## src/rtl/muldiv_unit.sv

```systemverilog
// Iterative RV32 M-extension unit: radix-2 shift-add multiplier and restoring divider
// sharing one 2*XLEN accumulator; the result is returned over a valid/ready handshake.
module muldiv_unit #(
  parameter int unsigned XLEN  = 32,
  parameter int unsigned TAG_W = 5
) (
  input  logic             clk,
  input  logic             rst_n,
  input  logic             in_valid,
  output logic             in_ready,
  input  logic [7:0]       op,
  input  logic [XLEN-1:0]  rs1_val,
  input  logic [XLEN-1:0]  rs2_val,
  input  logic [TAG_W-1:0] rd_in,
  input  logic             flush,
  output logic             out_valid,
  input  logic             out_ready,
  output logic [XLEN-1:0]  result,
  output logic [TAG_W-1:0] rd_out
);

  localparam int unsigned CntW = $clog2(XLEN + 1);
  localparam logic [CntW-1:0] LastCnt = CntW'(XLEN - 1);

  typedef enum logic [1:0] {StIdle, StIter, StFix, StDone} state_e;

  state_e              state_q, state_d;
  logic [CntW-1:0]     cnt_q, cnt_d;
  logic [7:0]          op_q, op_d;
  logic [TAG_W-1:0]    rd_q, rd_d;
  logic [XLEN-1:0]     opnd_q, opnd_d;
  logic [2*XLEN-1:0]   acc_q, acc_d;
  logic [XLEN-1:0]     result_q, result_d;
  logic                neg_a_q, neg_a_d, neg_b_q, neg_b_d;
  logic                special_q, special_d;

  logic                op_onehot, accept, signed_a, signed_b, div0, ovf, special, is_mul_in;
  logic [XLEN-1:0]     mag_a, mag_b, quot, rem, quot_fix, rem_fix, res_fix;
  logic [XLEN:0]       mul_sum, div_trial;
  logic [2*XLEN-1:0]   mul_next, div_next, prod_fix;

  assign op_onehot = (op != 8'd0) && ((op & (op - 8'd1)) == 8'd0);
  assign accept    = in_valid && in_ready && op_onehot && !flush;
  assign signed_a  = op[0] | op[1] | op[2] | op[4] | op[6];
  assign signed_b  = op[0] | op[1] | op[4] | op[6];
  assign is_mul_in = |op[3:0];
  assign mag_a     = (signed_a && rs1_val[XLEN-1]) ? -rs1_val : rs1_val;
  assign mag_b     = (signed_b && rs2_val[XLEN-1]) ? -rs2_val : rs2_val;
  assign div0      = (|op[7:4]) && (rs2_val == '0);
  assign ovf       = (op[4] | op[6]) && (rs1_val == {1'b1, {(XLEN-1){1'b0}}}) &&
                     (rs2_val == {XLEN{1'b1}});
  assign special   = div0 || ovf;

  // Multiply: accumulate into the upper half, shift the multiplier out of the lower half.
  assign mul_sum  = {1'b0, acc_q[2*XLEN-1:XLEN]} + {1'b0, (acc_q[0] ? opnd_q : {XLEN{1'b0}})};
  assign mul_next = {mul_sum, acc_q[XLEN-1:1]};
  // Divide: {remainder, quotient} shifts left; bit XLEN of the trial is the borrow.
  assign div_trial = acc_q[2*XLEN-1:XLEN-1] - {1'b0, opnd_q};
  assign div_next  = div_trial[XLEN] ? {acc_q[2*XLEN-2:0], 1'b0}
                                     : {div_trial[XLEN-1:0], acc_q[XLEN-2:0], 1'b1};

  assign prod_fix = (neg_a_q ^ neg_b_q) ? -acc_q : acc_q;
  assign quot     = acc_q[XLEN-1:0];
  assign rem      = acc_q[2*XLEN-1:XLEN];
  assign quot_fix = (!special_q && (neg_a_q ^ neg_b_q)) ? -quot : quot;
  assign rem_fix  = (!special_q && neg_a_q) ? -rem : rem;

  always_comb begin
    res_fix = rem_fix;
    if (op_q[0])             res_fix = prod_fix[XLEN-1:0];
    else if (|op_q[3:1])     res_fix = prod_fix[2*XLEN-1:XLEN];
    else if (op_q[4] | op_q[5]) res_fix = quot_fix;
  end

  always_ff @(posedge clk or negedge rst_n) begin
    if (!rst_n) state_q <= StIdle;
    else        state_q <= state_d;
  end

  always_comb begin
    state_d = state_q;
    unique case (state_q)
      StIdle:  if (accept) state_d = special ? StFix : StIter;
      StIter:  if (cnt_q == LastCnt) state_d = StFix;
      StFix:   state_d = StDone;
      StDone:  if (out_ready) state_d = StIdle;
      default: state_d = StIdle;
    endcase
    if (flush) state_d = StIdle;
  end

  always_comb begin
    in_ready  = (state_q == StIdle);
    out_valid = (state_q == StDone);
  end

  always_comb begin
    cnt_d     = cnt_q;
    op_d      = op_q;
    rd_d      = rd_q;
    opnd_d    = opnd_q;
    acc_d     = acc_q;
    result_d  = result_q;
    neg_a_d   = neg_a_q;
    neg_b_d   = neg_b_q;
    special_d = special_q;
    if (accept) begin
      cnt_d     = '0;
      op_d      = op;
      rd_d      = rd_in;
      neg_a_d   = signed_a && rs1_val[XLEN-1];
      neg_b_d   = signed_b && rs2_val[XLEN-1];
      special_d = special;
      if (div0) begin
        acc_d = {rs1_val, {XLEN{1'b1}}};
      end else if (ovf) begin
        acc_d = {{XLEN{1'b0}}, 1'b1, {(XLEN-1){1'b0}}};
      end else if (is_mul_in) begin
        acc_d  = {{XLEN{1'b0}}, mag_b};
        opnd_d = mag_a;
      end else begin
        acc_d  = {{XLEN{1'b0}}, mag_a};
        opnd_d = mag_b;
      end
    end else if (state_q == StIter) begin
      cnt_d = cnt_q + CntW'(1);
      acc_d = (|op_q[3:0]) ? mul_next : div_next;
    end else if (state_q == StFix && !flush) begin
      result_d = res_fix;
    end
  end

  always_ff @(posedge clk or negedge rst_n) begin
    if (!rst_n) begin
      cnt_q     <= '0;
      op_q      <= '0;
      rd_q      <= '0;
      opnd_q    <= '0;
      acc_q     <= '0;
      result_q  <= '0;
      neg_a_q   <= 1'b0;
      neg_b_q   <= 1'b0;
      special_q <= 1'b0;
    end else begin
      cnt_q     <= cnt_d;
      op_q      <= op_d;
      rd_q      <= rd_d;
      opnd_q    <= opnd_d;
      acc_q     <= acc_d;
      result_q  <= result_d;
      neg_a_q   <= neg_a_d;
      neg_b_q   <= neg_b_d;
      special_q <= special_d;
    end
  end

  assign result = result_q;
  assign rd_out = rd_q;

endmodule

```

## config.mk

```make
export PLATFORM = sky130hd
export DESIGN_NAME = muldiv_unit
export DESIGN_NICKNAME = d
export VERILOG_FILES = /design/src/rtl/muldiv_unit.sv
export SDC_FILE = /design/constraint.sdc
export NUM_CORES = 1
export LEC_CHECK = 0
export CAP_MARGIN = 40
export CORE_ASPECT_RATIO = 1.5
export CORE_UTILIZATION = 38
export CTS_CLUSTER_DIAMETER = 150
export DETAILED_ROUTE_END_ITERATION = 10
export GPL_TIMING_DRIVEN = 0
export PLACE_DENSITY = 0.65
export SYNTH_ARGS = -nofsm -noshare
export SYNTH_HDL_FRONTEND = slang
export SYNTH_SLANG_ARGS = --single-unit
```

## constraint.sdc

```tcl
create_clock -name clk -period 3.5 [get_ports clk]
set_input_delay 0.875 -clock clk [delete_from_list [all_inputs] [get_ports clk]]
set_output_delay 0.875 -clock clk [all_outputs]
set_load 0.005 [all_outputs]
```

Word-level counts from Yosys, hierarchy flattened
Cells that the tools add are included.
{ "classes": {"addsub": 9, "n_mul": 0, "n_div": 0, "order_cmp": 0, "eq_ne": 9, "shifts": 0, "muxes": 25, "n_bitwise": 14, "reduce_logical": 27} }
{ "op_table": {"columns": ["cell", "count"], "rows": [
  ["$mux W64", 6],
  ["$mux W32", 11],
  ["$neg A32 Y32", 4],
  ["$eq A32 B32 Y1 const B", 2],
  ["$neg A64 Y64", 1],
  ["$add A32 B32 Y33", 1],
  ["$sub A33 B32 Y33", 1],
  ["$logic_not A32 Y1", 1],
  ["$logic_and A1 B1 Y1", 12],
  ["$mux W6", 2],
  ["$reduce_or A4 Y1", 3],
  ["$mux W2", 5],
  ["$reduce_and A3 Y1", 3],
  ["$and A8 B8 Y8", 1],
  ["$logic_not A8 Y1", 1],
  ["$or A1 B1 Y1", 8],
  ["$pmux W2 S4", 1],
  ["$reduce_bool A8 Y1", 1],
  ["$sub A8 B1 Y8 const B", 1],
  ["$add A6 B1 Y6 const B", 1],
  ["$eq A6 B5 Y1 const B", 1],
  ["$eq A2 B2 Y1 const B", 2],
  ["$not A1 Y1", 4],
  ["$ne A3 B1 Y1 const B", 1],
  ["9 further kinds", 10]
]} }
{ "word_totals": {"register_bits": 150, "latchBits": 0, "mem_bits_rw": 0, "rom_bits": 0, "input_bits": 82, "out_inout_bits": 39, "n_memories": 0} }

Depth between registers and ports, before layout
{ "depth": {"depth_word": 10, "depth_mapped": 14, "mapped_depth_nobuf": 12} }

Least setup slack after synthesis
Ideal clock, no wire load.
{ "synth_path": {"kind": "input -> register", "startpoint": "input rs2_val[4]", "endpoint": "register opnd_q[27]", "setup_ns": 0.119, "arrival_time_ns": 2.954, "t_required_ns": 3.381, "setup_slack_ns": 0.427, "path_stages": 10, "path_cell_list": "or4_4 > or4_4 > nor4_4 > nor2_2 > o21ai_2 > buf_6 > buf_6 > a21oi_1 > o21ai_1 > nand2_1"} }
{ "synth_between": {"elab_chain_len": 4, "elab_cells_between_ends": 10, "cone_classes": "add/sub: 1; eq/ne: 1; mux: 2; bitwise: 2; reduce/logical: 4"} }
{ "synth_lines": {"columns": ["element", "line", "source"], "rows": [
  ["start: declaration", "13", "input logic [XLEN-1:0] rs2_val,"],
  ["branches (longest 4 deep; another with $neg A32 Y32)", null, null],
  ["end signal: assignment", "148", "opnd_q <= opnd_d;"],
  ["end: declaration", "31", "logic [XLEN-1:0] opnd_q, opnd_d;"]
]} }
Parallel ways; which one is timed is not known.
A chain may end at the register's enable or synchronous reset.

Final worst setup path
{ "layout_path": {"startpoint": "register acc_q[37]", "endpoint": "register result_q[21], in the netlist result[21]"} }
{ "layout_between": {"elab_chain_len": 5, "elab_cells_between_ends": 7, "cone_classes": "add/sub: 2; mux: 5"} }
{ "layout_lines": {"columns": ["element", "line", "source"], "rows": [
  ["start: declaration", "32", "logic [2*XLEN-1:0] acc_q, acc_d;"],
  ["start signal: assignment", "139", "acc_q <= '0;"],
  ["start signal: assignment", "149", "acc_q <= acc_d;"],
  ["$neg A32 Y32", "66", "assign rem_fix = (!special_q && neg_a_q) ? -rem : rem;"],
  ["$mux W32", "66", null],
  ["$mux W32", "72", "else if (op_q[4] | op_q[5]) res_fix = quot_fix;"],
  ["$mux W32 *", "71", "else if (|op_q[3:1]) res_fix = prod_fix[2*XLEN-1:XLEN];"],
  ["$mux W32 *", "70", "if (op_q[0]) res_fix = prod_fix[XLEN-1:0];"],
  ["end signal: assignment", "150", "result_q <= result_d;"],
  ["end: declaration", "33", "logic [XLEN-1:0] result_q, result_d;"]
]} }
Every way passes the cells marked *; elsewhere a longest branch is shown, timed or not.

==> summary.txt <==
Final layout
  • Nets: 2674
  • Area grow syn2layout: 21.4%
  • Final Cell Area: 20100 um^2
  • FILL cells: 4468
  • Most common cell after layout, fill and taps aside: nand2_1
  • Layout cells sized above 1: 0.109
  • Util after Layout: 0.468
  • Commonest non-fill, non-tap cells in the layout: 330 x nand2_1, 244 x nor2_1, 214 x a21oi_1

Global route
  • Total gr overflow: 0
  • GRT Overall Usage: 0.388
  • Largest net degree at the start of global routing: 110
  • First-pass GRT wire length: 126000 um
  • Antenna violations before repair: 1
  • Vias in the first global route: 18.9k

Worst setup path
  • Reg-to-reg slack, setup: -0.007 ns
  • Max FO, Critical Path: 8
  • Critical Path RT: 3.82 ns
  • Bufs and invs on worst path: 1
  • Top delay family on crit path: compound AO/OA/AOI/OAI gates
  • Critical path startpoint category: flop
  • Crit-path max cell delay: 0.57 ns
  • CP max stage cell: or4_4
  • Worst setup path category: reg -> reg
  • Arrival @ worst endpoint: 3.82 ns
  • CP Cell Sequence: clkbuf_2 > or4_4 > or4_4 > o21ai_4 > o21ai_0 > xnor2_2 > o21ai_0 > a222oi_1 > o21ai_1
  • CP endpoint kind: flop

Placed design
  • Gpl congestion: 1.04
  • Dpl ws: -1.67 ns
  • Port Buf Inserts: 118
  • Post-Place Cell Area: 18600 um^2
  • Post-DP HPWL: 70300 um

Clock tree
  • CTS Sinks: 150
  • Root Driver: clkbuf_16
  • Hold Buf Count CTS: 0
  • CTS tree: yes
  • Worst-skew pair later-pin latency: 0.46 ns
  • Num CTS Buffers: 17
  • Clock slew at reported path FFs: 0.07 ns
  • H-tree levels: 4
  • Bufs on Longest Clock Path: 2

Timing
  • Fmax: 285 MHz
  • Slew headroom: 0.321
  • RSZ-0062 raised after global routing: true
  • Max Slew Vio Count: 0
  • Final setup fails: 1
  • Worst-margin pin slew: 1.02 ns
  • Crit share post-route: 1.00
  • Clock Skew: 0.0176 ns
  • Setup WS post-layout: -0.00740 ns
  • Setup TNS: -0.00740 ns
  • Fin. Hold Viols: 0
  • Fin crit period: 3.51 ns

Die
  • Full die area: 44500 um^2
  • Core box area: 43100 um^2
  • # rows: 93
  • Initial Utilization: 0.385
  • Io pins: 121
  • Die width: 173 um
  • DIE HEIGHT: 258 um

Routing
  • TritonRoute pass-1 iters: 8
  • Residual DRC: 0
  • Vias per inst: 6.28
  • Wire length per cell: 28.3 um
  • Vias: 19.5k
  • 1st-iter DRT viols: 1655
  • Drt total wl: 87800 um
  • Post-route ant nets: 0

Yosys
  • Main synth FF type: dfrtp_1
  • Ys Warns: 0
  • Sequential fraction of the synthesis area: 0.226
  • Synth Area in Compound Gates: 0.267
  • Adder-Cell Fraction of Synth Area: 0.0588
  • Ys async rst share: 1.00
  • Syn Std Cell Area: 16600 um^2
  • Count of state elements after synthesis: 150
  • Gate Count Post-Synth: 2342
  • Mux cell area share after synthesis: 0.0101
  • Largest family of logic cells by synthesized area: compound AO/OA/AOI/OAI gates
  • Syn_nets: 2500
  • Avg Cell Area, Syn: 7.08 um^2
  • Synth cell types: 92
  • XOR/XNOR Fraction of Synth Area: 0.120
  • Post-synth EDFFs: 0
  • Synth Area in Simple Gates: 0.261

Pwr
  • Maximum vdd ir drop: 0.000508 V
  • Leak Pwr: 8.05 nW
  • Power Dens Cells: 778 nW/um^2

Run status
  • Status: finished, violations left
  • Failing checks: setup timing

Flow run
  • Max-cap violations: 0

Min path
  • Worst hold path class: in -> async
-- per-layer routing --
metal	up-vias	routed length, um	global-route usage
met2	1038	40700	0.641
met1	9330	30600	0.411
li1	8708	-	-
met4	0	10800	0.407
met5	-	0	0
met3	375	5690	0.0627
-- power breakdown --
part / internal (mW) / switching [mW]
Combinational: 3.83 / 6.92
Clock: 1.22 / 0.805
Sequential: 2.21 / 0.682
Total: 7.26 / 8.40
-- final cells by class --
type / instances / area (um^2) / area share
Sequential cell: 150 / 3760 / 0.187
Buffer: 167 / 759 / 0.0377
Tap cell: 570 / 713 / 0.0354
Antenna cell: 2 / 5.00 / 0.000249
Clock buffer: 21 / 460 / 0.0229
Inverter: 54 / 208 / 0.0103
Timing Repair Buffer: 164 / 1570 / 0.0778
Clock inverter: 8 / 150 / 0.00746
Multi-Input combinational cell: 1962 / 12500 / 0.621
-- Yosys cell counts (17+ instances only) --
cell	count	area (um^2)
o31ai_1	24	180
a211oi_1	28	210
a21o_1	25	188
o21ai_0	212	1060
a21oi_1	219	1100
dfrtp_1	150	3750
ha_1	74	926
nand4_1	25	156
clkbuf_1	131	492
a31oi_1	41	257
nor4_1	24	150
xnor2_1	131	1150
nand2_1	332	1250
nor3_1	65	325
or3_1	23	144
xor2_1	92	806
or4_1	18	135
nor2_1	250	938
o211ai_1	21	158
o21ai_1	29	145
inv_1	52	195
nand3_1	56	280
buf_1	18	67.6
a22oi_1	17	128
-- sequential cells by signal, indices dropped and copies added (netlist names), 2 cells and up --
register,flops
rd_out,5
acc_q,64
state_q,2
result,32
cnt_q,6
op_q,6
opnd_q,32
-- kinds of logic after synthesis --
group | after synthesis
adders and majority gates | 77
and+or+nand+nor | 915
muxes | 16
buffers and inverters | 230
DFF | 150
xor gates and xnor gates | 225
AOI/OAI and AO/OA | 729
-- final timing paths --
path,start,end,cells past startpoint
setup / recovery,acc_q[37],result[21],9
hold / removal,rst_n,result[31],1
setup reg to reg,acc_q[37],result[21],9
hold reg to reg,rd_out[3],rd_out[3],2
max in group asynchronous,rst_n,opnd_q[8],2
min in group clk,rd_out[3],rd_out[3],2
-- what timing repair did --
| item | CTS | global route |
|---|---|---|
| pin swaps | 14 | 20 |
| endpoints found under the setup margin | 150 | 115 |
| gates cloned | 0 | 0 |
| gates resized for setup | 95 | 97 |
| buffers inserted | 18 | 13 |
-- metrics by stage --
stage,hold slack (ns),cells,power (mW)
after floorplan,0.439,2342,8.95
after global placement,0.451,3030,12.5
after detailed placement,0.458,3045,12.6
after CTS,0.319,3088,15.0
after global routing,0.331,3096,16.4
final,0.301,3098,15.7
(Power assumes the default switching activity.)
